$ cat config.mk
export PLATFORM = sky130hd
export DESIGN_NAME = fetch_queue
export DESIGN_NICKNAME = d
export VERILOG_FILES = /design/src/rtl/rv32i_types.sv /design/src/rtl/fetch_queue_predecode.sv /design/src/rtl/fetch_queue.sv
export SDC_FILE = /design/constraint.sdc
export NUM_CORES = 1
export LEC_CHECK = 0
export CORE_MARGIN = 5
export CORE_UTILIZATION = 63
export CTS_CLUSTER_DIAMETER = 30
export DETAILED_ROUTE_END_ITERATION = 8
export GPL_ROUTABILITY_DRIVEN = 0
export PLACE_DENSITY = 0.92
export SYNTH_ARGS = -nofsm -noshare
export SYNTH_HDL_FRONTEND = slang
export SYNTH_SLANG_ARGS = --single-unit
$ cat constraint.sdc
create_clock -name clk -period 18.8 [get_ports clk]
set_clock_uncertainty 0.2 [all_clocks]
set_input_delay 3.76 -clock clk [delete_from_list [all_inputs] [get_ports clk]]
set_output_delay 3.76 -clock clk [all_outputs]
set_load 0.03 [all_outputs]
$ cat src/rtl/rv32i_types.sv
// RV32I encoding constants shared by the front-end blocks.
package rv32i_types;

    localparam logic [6:0] op_jal  = 7'b1101111;
    localparam logic [6:0] op_jalr = 7'b1100111;
    localparam logic [6:0] op_br   = 7'b1100011;

    localparam int unsigned xlen = 32;

endpackage : rv32i_types

$ cat src/rtl/fetch_queue_predecode.sv
// Combinational predecode: flags control-flow instructions (JAL, JALR, BRANCH).
module fetch_queue_predecode
    import rv32i_types::*;
(
    input  logic [31:0] instr,
    output logic        is_ctrl
);

    // Only the opcode field decides control flow; the rest is deliberately ignored.
    logic unused_fields_s;
    assign unused_fields_s = ^instr[31:7];

    // Opcode match against the three control-flow major opcodes.
    always_comb begin
        is_ctrl = 1'b0;
        case (instr[6:0])
            op_jal, op_jalr, op_br: is_ctrl = 1'b1;
            default:                is_ctrl = 1'b0;
        endcase
    end

endmodule : fetch_queue_predecode

$ cat src/rtl/fetch_queue.sv
// Instruction buffer between fetch and decode: circular queue of
// instruction/PC pairs with a predecoded control-flow flag, one-cycle flush.
module fetch_queue
    import rv32i_types::*;
#(
    parameter int DEPTH = 8
) (
    input  logic        clk,
    input  logic        rst_n,
    input  logic        flush,
    input  logic        enq_valid,
    output logic        enq_ready,
    input  logic [31:0] enq_instr,
    input  logic [31:0] enq_pc,
    output logic        deq_valid,
    input  logic        deq_ready,
    output logic [31:0] deq_instr,
    output logic [31:0] deq_pc,
    output logic        deq_is_ctrl
);

    localparam int PW = $clog2(DEPTH);
    localparam int CW = $clog2(DEPTH + 1);
    localparam logic [CW-1:0] full_count_c = CW'(DEPTH);

    logic [31:0]   instr_r   [DEPTH];
    logic [31:0]   pc_r      [DEPTH];
    logic          is_ctrl_r [DEPTH];
    logic [PW-1:0] head_ptr_r;
    logic [PW-1:0] tail_ptr_r;
    logic [CW-1:0] count_r;

    logic enq_fire_s;
    logic deq_fire_s;
    logic enq_is_ctrl_s;

    fetch_queue_predecode u_predecode (
        .instr   (enq_instr),
        .is_ctrl (enq_is_ctrl_s)
    );

    // Handshake outputs: flush masks both sides so nothing moves during a redirect.
    always_comb begin
        enq_ready  = (count_r != full_count_c) & ~flush;
        deq_valid  = (count_r != CW'(0)) & ~flush;
        enq_fire_s = enq_valid & enq_ready;
        deq_fire_s = deq_valid & deq_ready;
    end

    // Head entry is presented straight from storage; meaningless while deq_valid is low.
    always_comb begin
        deq_instr   = instr_r[head_ptr_r];
        deq_pc      = pc_r[head_ptr_r];
        deq_is_ctrl = is_ctrl_r[head_ptr_r];
    end

    // Entry storage: written at the tail on enqueue, never cleared.
    always_ff @(posedge clk) begin
        if (enq_fire_s) begin
            instr_r[tail_ptr_r]   <= enq_instr;
            pc_r[tail_ptr_r]      <= enq_pc;
            is_ctrl_r[tail_ptr_r] <= enq_is_ctrl_s;
        end
    end

    // Pointer and occupancy bookkeeping; pointers wrap naturally (DEPTH is a power of two).
    always_ff @(posedge clk or negedge rst_n) begin
        if (!rst_n) begin
            head_ptr_r <= PW'(0);
            tail_ptr_r <= PW'(0);
            count_r    <= CW'(0);
        end else if (flush) begin
            head_ptr_r <= PW'(0);
            tail_ptr_r <= PW'(0);
            count_r    <= CW'(0);
        end else begin
            if (enq_fire_s) begin
                tail_ptr_r <= tail_ptr_r + PW'(1);
            end
            if (deq_fire_s) begin
                head_ptr_r <= head_ptr_r + PW'(1);
            end
            case ({enq_fire_s, deq_fire_s})
                2'b10:   count_r <= count_r + CW'(1);
                2'b01:   count_r <= count_r - CW'(1);
                default: count_r <= count_r;
            endcase
        end
    end

endmodule : fetch_queue
==> results of run 1 <==
flip-flops by register name, indices dropped and copies added, names as in the netlist:
register and flops:
head_ptr_r 3, is_ctrl_r 8, count_r 4, pc_r 256, tail_ptr_r 3, instr_r 256
through the flow:
step	std cells	util [%]	setup WS [ns]
floorplan	831	-	9.38
global placement	1345	69.7	9.62
detailed placement	1345	69.7	9.62
CTS	1504	79.0	9.62
global route	1504	79.0	9.52
finish	1504	79.0	9.61
cells in the final DEF (no fill, tap or decap), types with 2 or more instances in the layout:
master           count
clkdlybuf4s50_1    135
nor2_4               6
clkinv_2            10
nor2b_1              2
clkbuf_1            11
bufinv_16            8
and2_1               2
dfrtp_4              3
o21ai_1              2
mux2_2              66
clkinv_1             5
inv_6                9
clkbuf_16           88
ha_1                 4
xor2_1               2
edfxtp_1           520
buf_4               16
clkinv_4             8
dfrtp_1              7
inv_1                3
inv_16               2
nor2_1               7
clkinv_8             4
nor3_2               2
nand2_1              9
mux4_2             130
nand2b_1             4
clkinvlp_4          12
nand3b_1             2
inv_8                2
a21oi_1              3
power groups by stage:
stage | logic (mW) | registers, mW | clock network (mW)
5_1_grt | 0.755 | 1.41 | 1.64
6_report | 0.713 | 1.40 | 1.56
3_5_place_dp | 0.714 | 1.42 | 0
4_1_cts | 0.725 | 1.40 | 1.58
3_3_place_gp | 0.701 | 1.42 | 0
2_1_floorplan | 0.530 | 1.38 | 0
layer usage:
metal  share of wire, %  vias to the layer above  routed length [um]  global-route usage [%]
li1                   -                     3964                   -                       -
met1                 36                     5057               15500                    30.5
met2                 54                      399               23200                    43.0
met5               0.13                        -                  57                       0
met4                2.6                        8                1120                    7.88
met3                6.9                       82                2950                    5.96
kinds of logic (layout without fill, tap and decap cells):
| family | after synthesis | count (layout) | synth area share, % |
|---|---|---|---|
| XOR/XNOR | 3 | 3 | 0.130 |
| AO/OA/AOI/OAI | 10 | 10 | 0.298 |
| buffers and inverters | 42 | 313 | 1.19 |
| flip-flops | 530 | 530 | 78.6 |
| multiplexers | 197 | 197 | 18.2 |
| adder cells (fa/ha/maj) | 5 | 5 | 0.347 |
| AND/OR/NAND/NOR | 44 | 44 | 1.20 |
critical path, cell delays in order:
cell	delay [ns]
clkdlybuf4s50_1	0.60
nor2_1	0.18
clkdlybuf4s50_1	0.69
area by class of cell:
cell class	instances	area, um^2
Tap cell	402	503
Sequential cell	530	15900
Timing Repair Buffer	151	1470
Clock buffer	99	2240
Fill cell	1479	6640
Multi-Input combinational cell	259	4130
Inverter	3	11.3
Clock inverter	60	676
worst min-delay path by stage:
stage	start	endpoint	slack (ns)	cells after the start
5_1_grt	tail_ptr_r[0]$_DFFE_PN0P_	tail_ptr_r[0]$_DFFE_PN0P_	0.40	2
4_1_cts	tail_ptr_r[0]$_DFFE_PN0P_	tail_ptr_r[0]$_DFFE_PN0P_	0.36	2
3_3_place_gp	tail_ptr_r[0]$_DFFE_PN0P_	tail_ptr_r[0]$_DFFE_PN0P_	0.35	2
6_report	tail_ptr_r[0]$_DFFE_PN0P_	tail_ptr_r[0]$_DFFE_PN0P_	0.36	2
2_1_floorplan	tail_ptr_r[0]$_DFFE_PN0P_	tail_ptr_r[0]$_DFFE_PN0P_	0.32	2
3_5_place_dp	tail_ptr_r[0]$_DFFE_PN0P_	tail_ptr_r[0]$_DFFE_PN0P_	0.36	2
==> summary.txt, run 1 <==
Worst setup path
  • Crit end category: output port
  • R2R cell count: 5
  • Max FO, Critical Path: 13
  • Worst R2R End: pc_r[7][5]$_DFFE_PP_
  • CP required: 14.84 ns
  • Worst setup path endpoint: deq_valid
  • Startpoint type of the worst setup path: input pin
  • Worst R2R Setup Slack: 15.52 ns
  • Critical R2R Launch: count_r[3]$_DFFE_PN0P_
  • Crit path kind: in2out
  • Critical path data arrival time: 5.23 ns
  • Critical Path Start: flush

Hold path
  • Hold Crit Class: reg2reg

Power
  • VDD IR-drop max: about 0.00012 V
  • Net Sw Frac: 26.6%
  • Comb power frac: 19.4%
  • Psw: 0.977 mW
  • Leak: 7.96 nW
  • PwrDens: 147 mW/mm^2
  • Clock network power share: 42.4%
  • Power, Total: 3.67 mW
  • Cell-internal power: 2.69 mW
  • Sequential share of power: 38.1%

Clock network
  • CTS tree: built
  • Postcts setup bufs: 0
  • CTS sink cnt: between 500 and 600
  • Clock Latency Late Sink: between 0.5 and 0.6 ns
  • CTS Buffer Depth: 3
  • # resized after CTS: 0
  • H-Tree Depth: 3
  • # hold bufs at CTS: 0
  • Clock Pin Slew Worst Setup and Hold Paths: 0.05 ns
  • Num CTS Buffers: 86
  • Root Buffer: clkbuf_16

Cells and area
  • Fin nets: ~1100
  • Share of cells above drive strength 1: 33.6%
  • Non-Filler Cell Area, Final: 0.0249 mm^2
  • P&R area growth vs syn: 23.4%
  • Antenna Cells: 0

Timing
  • Tcrit/Tclk final: between 40% and 50%
  • Setup TNS Final: 0 ns
  • Fin crit period: 9.19 ns
  • WHS: 0.362 ns
  • Fmax: 109 MHz
  • Worst Max-Slew Pin Slew: roughly 1.2 ns
  • Max-Slew Margin vs Limit: about a fifth
  • Unrepaired setup endpoints after global routing: no
  • Final hold vios: 0
  • Slew Limit Fails: 0
  • Final count of negative-setup-slack endpoints: 0

Placed design
  • Placed instance area: 0.0220 mm^2
  • Dpl hpwl: 21200 um
  • Port Buf Inserts: 135

Synth
  • Yosys Warn Count: 0
  • Top-count cell post-synth: edfxtp_1
  • Post-Syn Nets: just over 900
  • EDFF count, synth: 520
  • Register area share after synthesis: 78.6%
  • Synth top area share: 77.4%
  • Post-synth ARST share: about 1.9%
  • Synth area leaders: edfxtp_1, mux4_2, mux2_2, dfrtp_1, buf_6
  • Top cells by count, synth: edfxtp_1, mux4_2, mux2_2
  • Ys flop type: edfxtp_1
  • Cell Area, Synth: ~0.020 mm^2
  • Post-synth top area cell: edfxtp_1
  • Yosys cell types: 38
  • Syn Inst Count: 831
  • Synthesized flop and latch total: 530
  • Synthesized area per cell: between 20 and 25 um^2

Floorplanning
  • FP Rows: 65
  • Core ar.: 0.0316 mm^2
  • Starting Density: 64.0%
  • Die ar.: ~0.036 mm^2
  • IO Count: 136
  • Die H: 189 um
  • Horiz. Die Dim: about 190 um

Detailed routing
  • Number of DRC markers in iteration 0: 835
  • Post-route ant nets: 0
  • Remaining DRCs: 0
  • Vias/cell: 6.32
  • DR WL/cell: 28.4 um
  • Vias: 9510
  • Drt total wl: 42800 um
  • First-pass DRT Iterations: 5

Global route
  • GRT Total Usage: 24.5%
  • Vias in the first global route: approximately 10000
  • Largest net degree at the start of global routing: 73
  • First-pass GRT wire length: roughly 65000 um
  • Total grt overflow: 0
  • Initial antenna violation count: 4

Run
  • Maximum Capacitance Violations: 0

Outcome
  • Status: finished clean
Power figures use the tool's default switching activity.
==> run 2, diff against run 1 <==
Settings changed: CORE_UTILIZATION 63 to 59, PLACE_DENSITY 0.92 to 0.88.
Clock period 18.8 ns to 8.6 ns, I/O delays scaled along.
==> run 2 against run 1 <==
Compared with the run above: combinational power up 120%; clock power up 130%; global-route usage down 2.0 points; critical path depth up 1; clock-buffer cell count up 8; wire length down 0.14%; register-to-register slack worse by 10 ns; final area up 1.1%; critical endpoint is now deq_pc[7]; via count down 0.21%; flip-flop and latch count unchanged.
==> summary.txt, run 2 (same netlist as run 1, synthesis figures left out) <==
Clock network
  • Num CTS Buffers: 90 (was 86)
  • Root Buffer: clkbuf_16 (unchanged)
  • CTS tree: built (unchanged)
  • Clock Latency Late Sink: 0.58 ns (about the same)
  • # hold bufs at CTS: 0 (unchanged)
  • Clock Pin Slew Worst Setup and Hold Paths: 0.05 ns (about the same)
  • CTS Buffer Depth: 3 (unchanged)
  • CTS sink cnt: 530 (unchanged)
  • Postcts setup bufs: 0 (unchanged)
  • # resized after CTS: 0 (unchanged)
  • H-Tree Depth: 3 (unchanged)

Detailed routing
  • Post-route ant nets: 0 (unchanged)
  • DR WL/cell: 27.4 um (was 28.4 um)
  • First-pass DRT Iterations: 5 (unchanged)
  • Vias/cell: 6.09 (was 6.32)
  • Vias: 9490 (was 9510)
  • Number of DRC markers in iteration 0: 999 (was 835)
  • Drt total wl: 42700 um (was 42800 um)
  • Remaining DRCs: 0 (unchanged)

Cells and area
  • Fin nets: 1107 (was 1105)
  • Largest registers: instr_r: 256 flops, pc_r: 256 flops, is_ctrl_r: 8 flops (unchanged)
  • Most common cell after layout, fill and taps aside: edfxtp_1 (unchanged)
  • P&R area growth vs syn: 24.8% (was 23.4%)
  • Share of cells above drive strength 1: 33.9% (was 33.6%)
  • Finished Layout Cells: 1559 (was 1504)
  • Commonest cells after routing, fill and taps aside: edfxtp_1, clkdlybuf4s50_1, mux4_2 (unchanged)

Timing
  • Unrepaired setup endpoints after global routing: no (unchanged)
  • Fmax: approximately 170 MHz
  • Max-Slew Margin vs Limit: 24.0% (was 20.0%)
  • Setup TNS Final: 0 ns (unchanged)
  • Slew Limit Fails: 0 (unchanged)
  • Worst Max-Slew Pin Slew: 1.14 ns (was 1.20 ns)
  • Tcrit/Tclk final: 67.7%
  • Final count of negative-setup-slack endpoints: 0 (unchanged)
  • Final hold vios: 0 (unchanged)
  • Fin crit period: 5.82 ns

Floorplanning
  • FP Rows: 67 (was 65)
  • Core ar.: 0.0336 mm^2 (was 0.0316 mm^2)
  • Die ar.: 0.0380 mm^2 (was 0.0357 mm^2)
  • Starting Density: 60.0% (was 64.0%)
  • IO Count: 136 (unchanged)
  • Die H: 195 um (was 189 um)
  • Horiz. Die Dim: 195 um (was 189 um)

Hold path
  • Hold path start: tail_ptr_r[0]$_DFFE_PN0P_ (unchanged)
  • Hold Crit Class: reg2reg (unchanged)
  • Worst hold path endpoint: tail_ptr_r[0]$_DFFE_PN0P_ (unchanged)
  • Hold depth: 2 (unchanged)

Worst setup path
  • Crit path kind: reg2out (was in2out)
  • CP required: 6.68 ns (was 14.84 ns)
  • Worst R2R Setup Slack: 5.26 ns (was 15.52 ns)
  • Worst R2R End: count_r[3]$_DFFE_PN0P_ (was pc_r[7][5]$_DFFE_PP_)
  • Critical path data arrival time: 3.90 ns (was 5.23 ns)
  • Max FO, Critical Path: 78 (was 13)
  • R2R cell count: 9 (was 5)
  • Startpoint type of the worst setup path: flip-flop (was input pin)
  • Critical R2R Launch: count_r[0]$_DFFE_PN0P_ (was count_r[3]$_DFFE_PN0P_)
  • Crit end category: output port (unchanged)

Global route
  • Total grt overflow: 0 (unchanged)
  • First-pass GRT wire length: 63900 um (was 64600 um)
  • Vias in the first global route: 10400 (about the same)
  • GRT Total Usage: 22.5% (was 24.5%)
  • Initial antenna violation count: 3 (was 4)
  • Largest net degree at the start of global routing: 79 (was 73)

Placed design
  • Placed Cells incl. Taps: 1389 (was 1345)
  • Port Buf Inserts: 135 (unchanged)
  • Dpl hpwl: 20400 um (was 21200 um)

Power
  • Leak: 8.07 nW (was 7.96 nW)
  • PwrDens: 327 mW/mm^2 (was 147 mW/mm^2)
  • VDD IR-drop max: 0.000243 V (was 0.000118 V)

Run
  • Maximum Capacitance Violations: 0 (unchanged)

Outcome
  • Status: finished clean (unchanged)
## run 2: power by group
| group | internal (mW) | switching (mW) | leakage, nW |
|---|---|---|---|
| Combinational | 0.788 | 0.761 | 1.73 |
| Sequential | 2.94 | 0.121 | 4.83 |
| Clock | 2.38 | 1.25 | 1.51 |
| Total | 6.11 | 2.13 | 8.07 |
## run 2: worst max-delay path by stage
stage | from | end | slack [ns] | cells past startpoint
finish | head_ptr_r[0]$_DFFE_PN0P_ | deq_pc[7] | 2.78 | 4
global route | head_ptr_r[0]$_DFFE_PN0P_ | deq_pc[7] | 2.46 | 4
CTS | head_ptr_r[0]$_DFFE_PN0P_ | deq_pc[7] | 2.58 | 4
detailed placement | head_ptr_r[0]$_DFFE_PN0P_ | deq_pc[8] | 3.28 | 4
global placement | head_ptr_r[0]$_DFFE_PN0P_ | deq_instr[30] | 3.30 | 4
floorplan | enq_valid | instr_r[0][0]$_DFFE_PP_ | 1.22 | 4
## run 2: critical path: stages, from the launching register on
cell             delay, ns
dfrtp_4               1.12
buf_12                0.55
mux4_2                0.62
mux2_2                0.28
clkdlybuf4s50_1       0.63
## run 2: per-stage QoR
stage	cell area [um^2]	hold slack, ns	util [%]	power, mW	worst slack [ns]
after floorplan	20200	0.316	-	4.18	1.22
after global placement	22100	0.346	65.6	4.63	3.30
after detailed placement	22100	0.364	65.6	4.66	3.28
after CTS	25200	0.376	74.9	8.32	2.58
after global routing	25200	0.420	74.9	8.54	2.46
final	25200	0.383	74.9	8.24	2.78
## run 2: area by class of cell
type                            instances  area [um^2]
Multi-Input combinational cell        259         4130
Timing Repair Buffer                  149         1470
Fill cell                            1709         8430
Clock buffer                          107         2450
Clock inverter                         61          676
Antenna cell                            2         5.00
Tap cell                              448          561
Sequential cell                       530        15900
Inverter                                3         11.3
## run 2: per-layer routing
layer  wire [um]  global-route usage, %  vias to the layer above
li1            -                      -                     3983
met1       16200                   29.1                     5018
met2       22600                   38.1                      418
met3        2950                   5.35                       69
met4         956                   7.63                        2
met5          11                      0                        -
==> run 3, diff against run 2 <==
Clock period 8.6 ns to 5.8 ns, I/O delays scaled along.
==> run 3 against run 2 <==
Compared with the run above: critical path depth did not move; via count fell by 0.48%; combinational power rose by 52%; setup slack got worse by 1.8 ns; global-route usage barely moved; wire length fell by 2.3%; critical endpoint is now deq_pc[6]; largest power group unchanged.
==> summary.txt, run 3 (same netlist as run 1, synthesis figures left out) <==
Global route
  • GRT Total Usage: 22.5% (about the same)
  • First-pass GRT wire length: 64100 um (was 63900 um)
  • Initial antenna violation count: 3 (unchanged)
  • Total grt overflow: 0 (unchanged)
  • Vias in the first global route: 10300 (was 10400)
  • Largest net degree at the start of global routing: 66 (was 79)

Cells and area
  • Most common cell after layout, fill and taps aside: edfxtp_1 (unchanged)
  • Fin nets: 1115 (was 1107)
  • Commonest cells after routing, fill and taps aside: edfxtp_1, clkdlybuf4s50_1, mux4_2 (unchanged)
  • Share of cells above drive strength 1: 34.5% (was 33.9%)
  • Non-Filler Cell Area, Final: 0.0252 mm^2 (about the same)
  • P&R area growth vs syn: 25.0% (was 24.8%)
  • Largest registers: instr_r: 256 flops, pc_r: 256 flops, is_ctrl_r: 8 flops (unchanged)

Clock network
  • # hold bufs at CTS: 0 (unchanged)
  • Clock Latency Late Sink: 0.59 ns (was 0.58 ns)
  • CTS tree: built (unchanged)
  • H-Tree Depth: 3 (unchanged)
  • Num CTS Buffers: 91 (was 90)
  • CTS Buffer Depth: 3 (unchanged)
  • CTS sink cnt: 530 (unchanged)
  • Postcts setup bufs: 0 (unchanged)
  • Clock Pin Slew Worst Setup and Hold Paths: 0.04 ns (was 0.05 ns)
  • # resized after CTS: 0 (unchanged)
  • Root Buffer: clkbuf_16 (unchanged)

Hold path
  • Hold path start: tail_ptr_r[0]$_DFFE_PN0P_ (unchanged)
  • Hold Crit Class: reg2reg (unchanged)
  • Worst hold path endpoint: tail_ptr_r[0]$_DFFE_PN0P_ (unchanged)
  • Hold depth: 2 (unchanged)

Floorplanning
  • Die ar.: 0.0380 mm^2 (unchanged)
  • IO Count: 136 (unchanged)
  • Starting Density: 60.0% (unchanged)
  • Die H: 195 um (unchanged)
  • Core ar.: 0.0336 mm^2 (unchanged)
  • FP Rows: 67 (unchanged)
  • Horiz. Die Dim: 195 um (unchanged)

Timing
  • Setup ws final: 0.980 ns (was 2.78 ns)
  • Unrepaired setup endpoints after global routing: no (unchanged)
  • Setup TNS Final: 0 ns (unchanged)
  • Final count of negative-setup-slack endpoints: 0 (unchanged)
  • Max-Slew Margin vs Limit: 32.4% (was 24.0%)
  • Slew Limit Fails: 0 (unchanged)
  • Fmax: 207 MHz
  • Tcrit/Tclk final: between 80% and 90%
  • Final hold vios: 0 (unchanged)
  • Worst Max-Slew Pin Slew: 1.01 ns (was 1.14 ns)
  • Fin crit period: between 4 and 5 ns

Worst setup path
  • Startpoint type of the worst setup path: flip-flop (unchanged)
  • Crit path kind: reg2out (unchanged)
  • Critical R2R Launch: count_r[1]$_DFFE_PN0P_ (was count_r[0]$_DFFE_PN0P_)
  • Critical path data arrival time: 3.46 ns (was 3.90 ns)
  • R2R cell count: 9 (unchanged)
  • CP required: 4.44 ns (was 6.68 ns)
  • Max FO, Critical Path: 39 (was 78)
  • Crit end category: output port (unchanged)
  • Worst R2R End: count_r[3]$_DFFE_PN0P_ (unchanged)
  • Worst R2R Setup Slack: 2.95 ns (was 5.26 ns)

Detailed routing
  • Vias: 9444 (was 9490)
  • DR WL/cell: 26.6 um (was 27.4 um)
  • Post-route ant nets: 0 (unchanged)
  • Remaining DRCs: 0 (unchanged)
  • First-pass DRT Iterations: 4 (was 5)
  • Drt total wl: 41700 um (was 42700 um)
  • Vias/cell: 6.03 (was 6.09)
  • Number of DRC markers in iteration 0: 792 (was 999)

Placed design
  • Dpl ws: 1.55 ns (was 3.28 ns)
  • Placed instance area: 0.0222 mm^2 (was 0.0221 mm^2)
  • Port Buf Inserts: 135 (unchanged)
  • Dpl hpwl: 20800 um (was 20400 um)

Outcome
  • Status: finished clean (unchanged)

Power
  • VDD IR-drop max: 0.000459 V (was 0.000243 V)
  • Power, Total: 12.0 mW (was 8.24 mW)
  • Leak: 8.06 nW (was 8.07 nW)
  • PwrDens: 476 mW/mm^2 (was 327 mW/mm^2)

Run
  • Maximum Capacitance Violations: 0 (unchanged)
==> run 3: cell types whose count changed in the layout (fill, tap and decap cells not counted), sizes merged <==
cell / change
clkinv: +11
clkbuf: -10
buf: +7
bufinv: -4
clkinvlp: +4
diode: -1
inv: +1
==> run 3: layout make-up <==
class / instances / area, um^2
repair buffers: 156 / 1620
flip-flops and latches: 530 / 15900
clock inverters: 73 / 717
clock buffers: 97 / 2300
multi-input cells: 259 / 4150
well taps: 448 / 561
inverters: 3 / 11.3
fillers: 1686 / 8380
diodes: 1 / 2.50
==> run 3: power by group <==
part	switching (mW)	internal (mW)	total (mW)	leakage, nW
Clock	1.90	3.23	5.13	1.45
Sequential	0.158	4.37	4.52	4.83
Combinational	1.16	1.20	2.36	1.78
Total	3.22	8.80	12.0	8.06
==> run 3: worst max-delay path by stage <==
stage / to / startpoint / cells past startpoint / slack, ns
floorplan: instr_r[6][0]$_DFFE_PP_ / enq_valid / 4 / 0.73
global placement: deq_pc[6] / head_ptr_r[0]$_DFFE_PN0P_ / 4 / 1.59
detailed placement: deq_pc[6] / head_ptr_r[0]$_DFFE_PN0P_ / 4 / 1.55
CTS: deq_pc[6] / head_ptr_r[0]$_DFFE_PN0P_ / 4 / 0.88
global route: deq_pc[6] / head_ptr_r[0]$_DFFE_PN0P_ / 4 / 0.78
finish: deq_pc[6] / head_ptr_r[0]$_DFFE_PN0P_ / 4 / 0.98
==> run 3: routing by layer <==
metal | wire (um) | track usage [%] | vias to the layer above
li1 | - | - | 4020
met1 | 16600 | 30.3 | 4990
met2 | 21700 | 37.9 | 364
met3 | 2580 | 4.43 | 66
met4 | 810 | 7.19 | 4
met5 | 26 | 0 | -
==> run 3: stage by stage <==
step	cells	hold WS, ns	utilization, %
floorplan	831	0.316	-
detailed placement	1396	0.356	66.1
global placement	1396	0.348	66.1
global route	1567	0.421	75.1
finish	1567	0.381	75.1
CTS	1566	0.373	75.1
==> run 3: worst max-delay path, cell delays in order (launching register included) <==
cell and delay, ns:
dfrtp_4 0.95, buf_4 0.39, mux4_2 0.56, mux2_2 0.31, clkdlybuf4s50_1 0.60
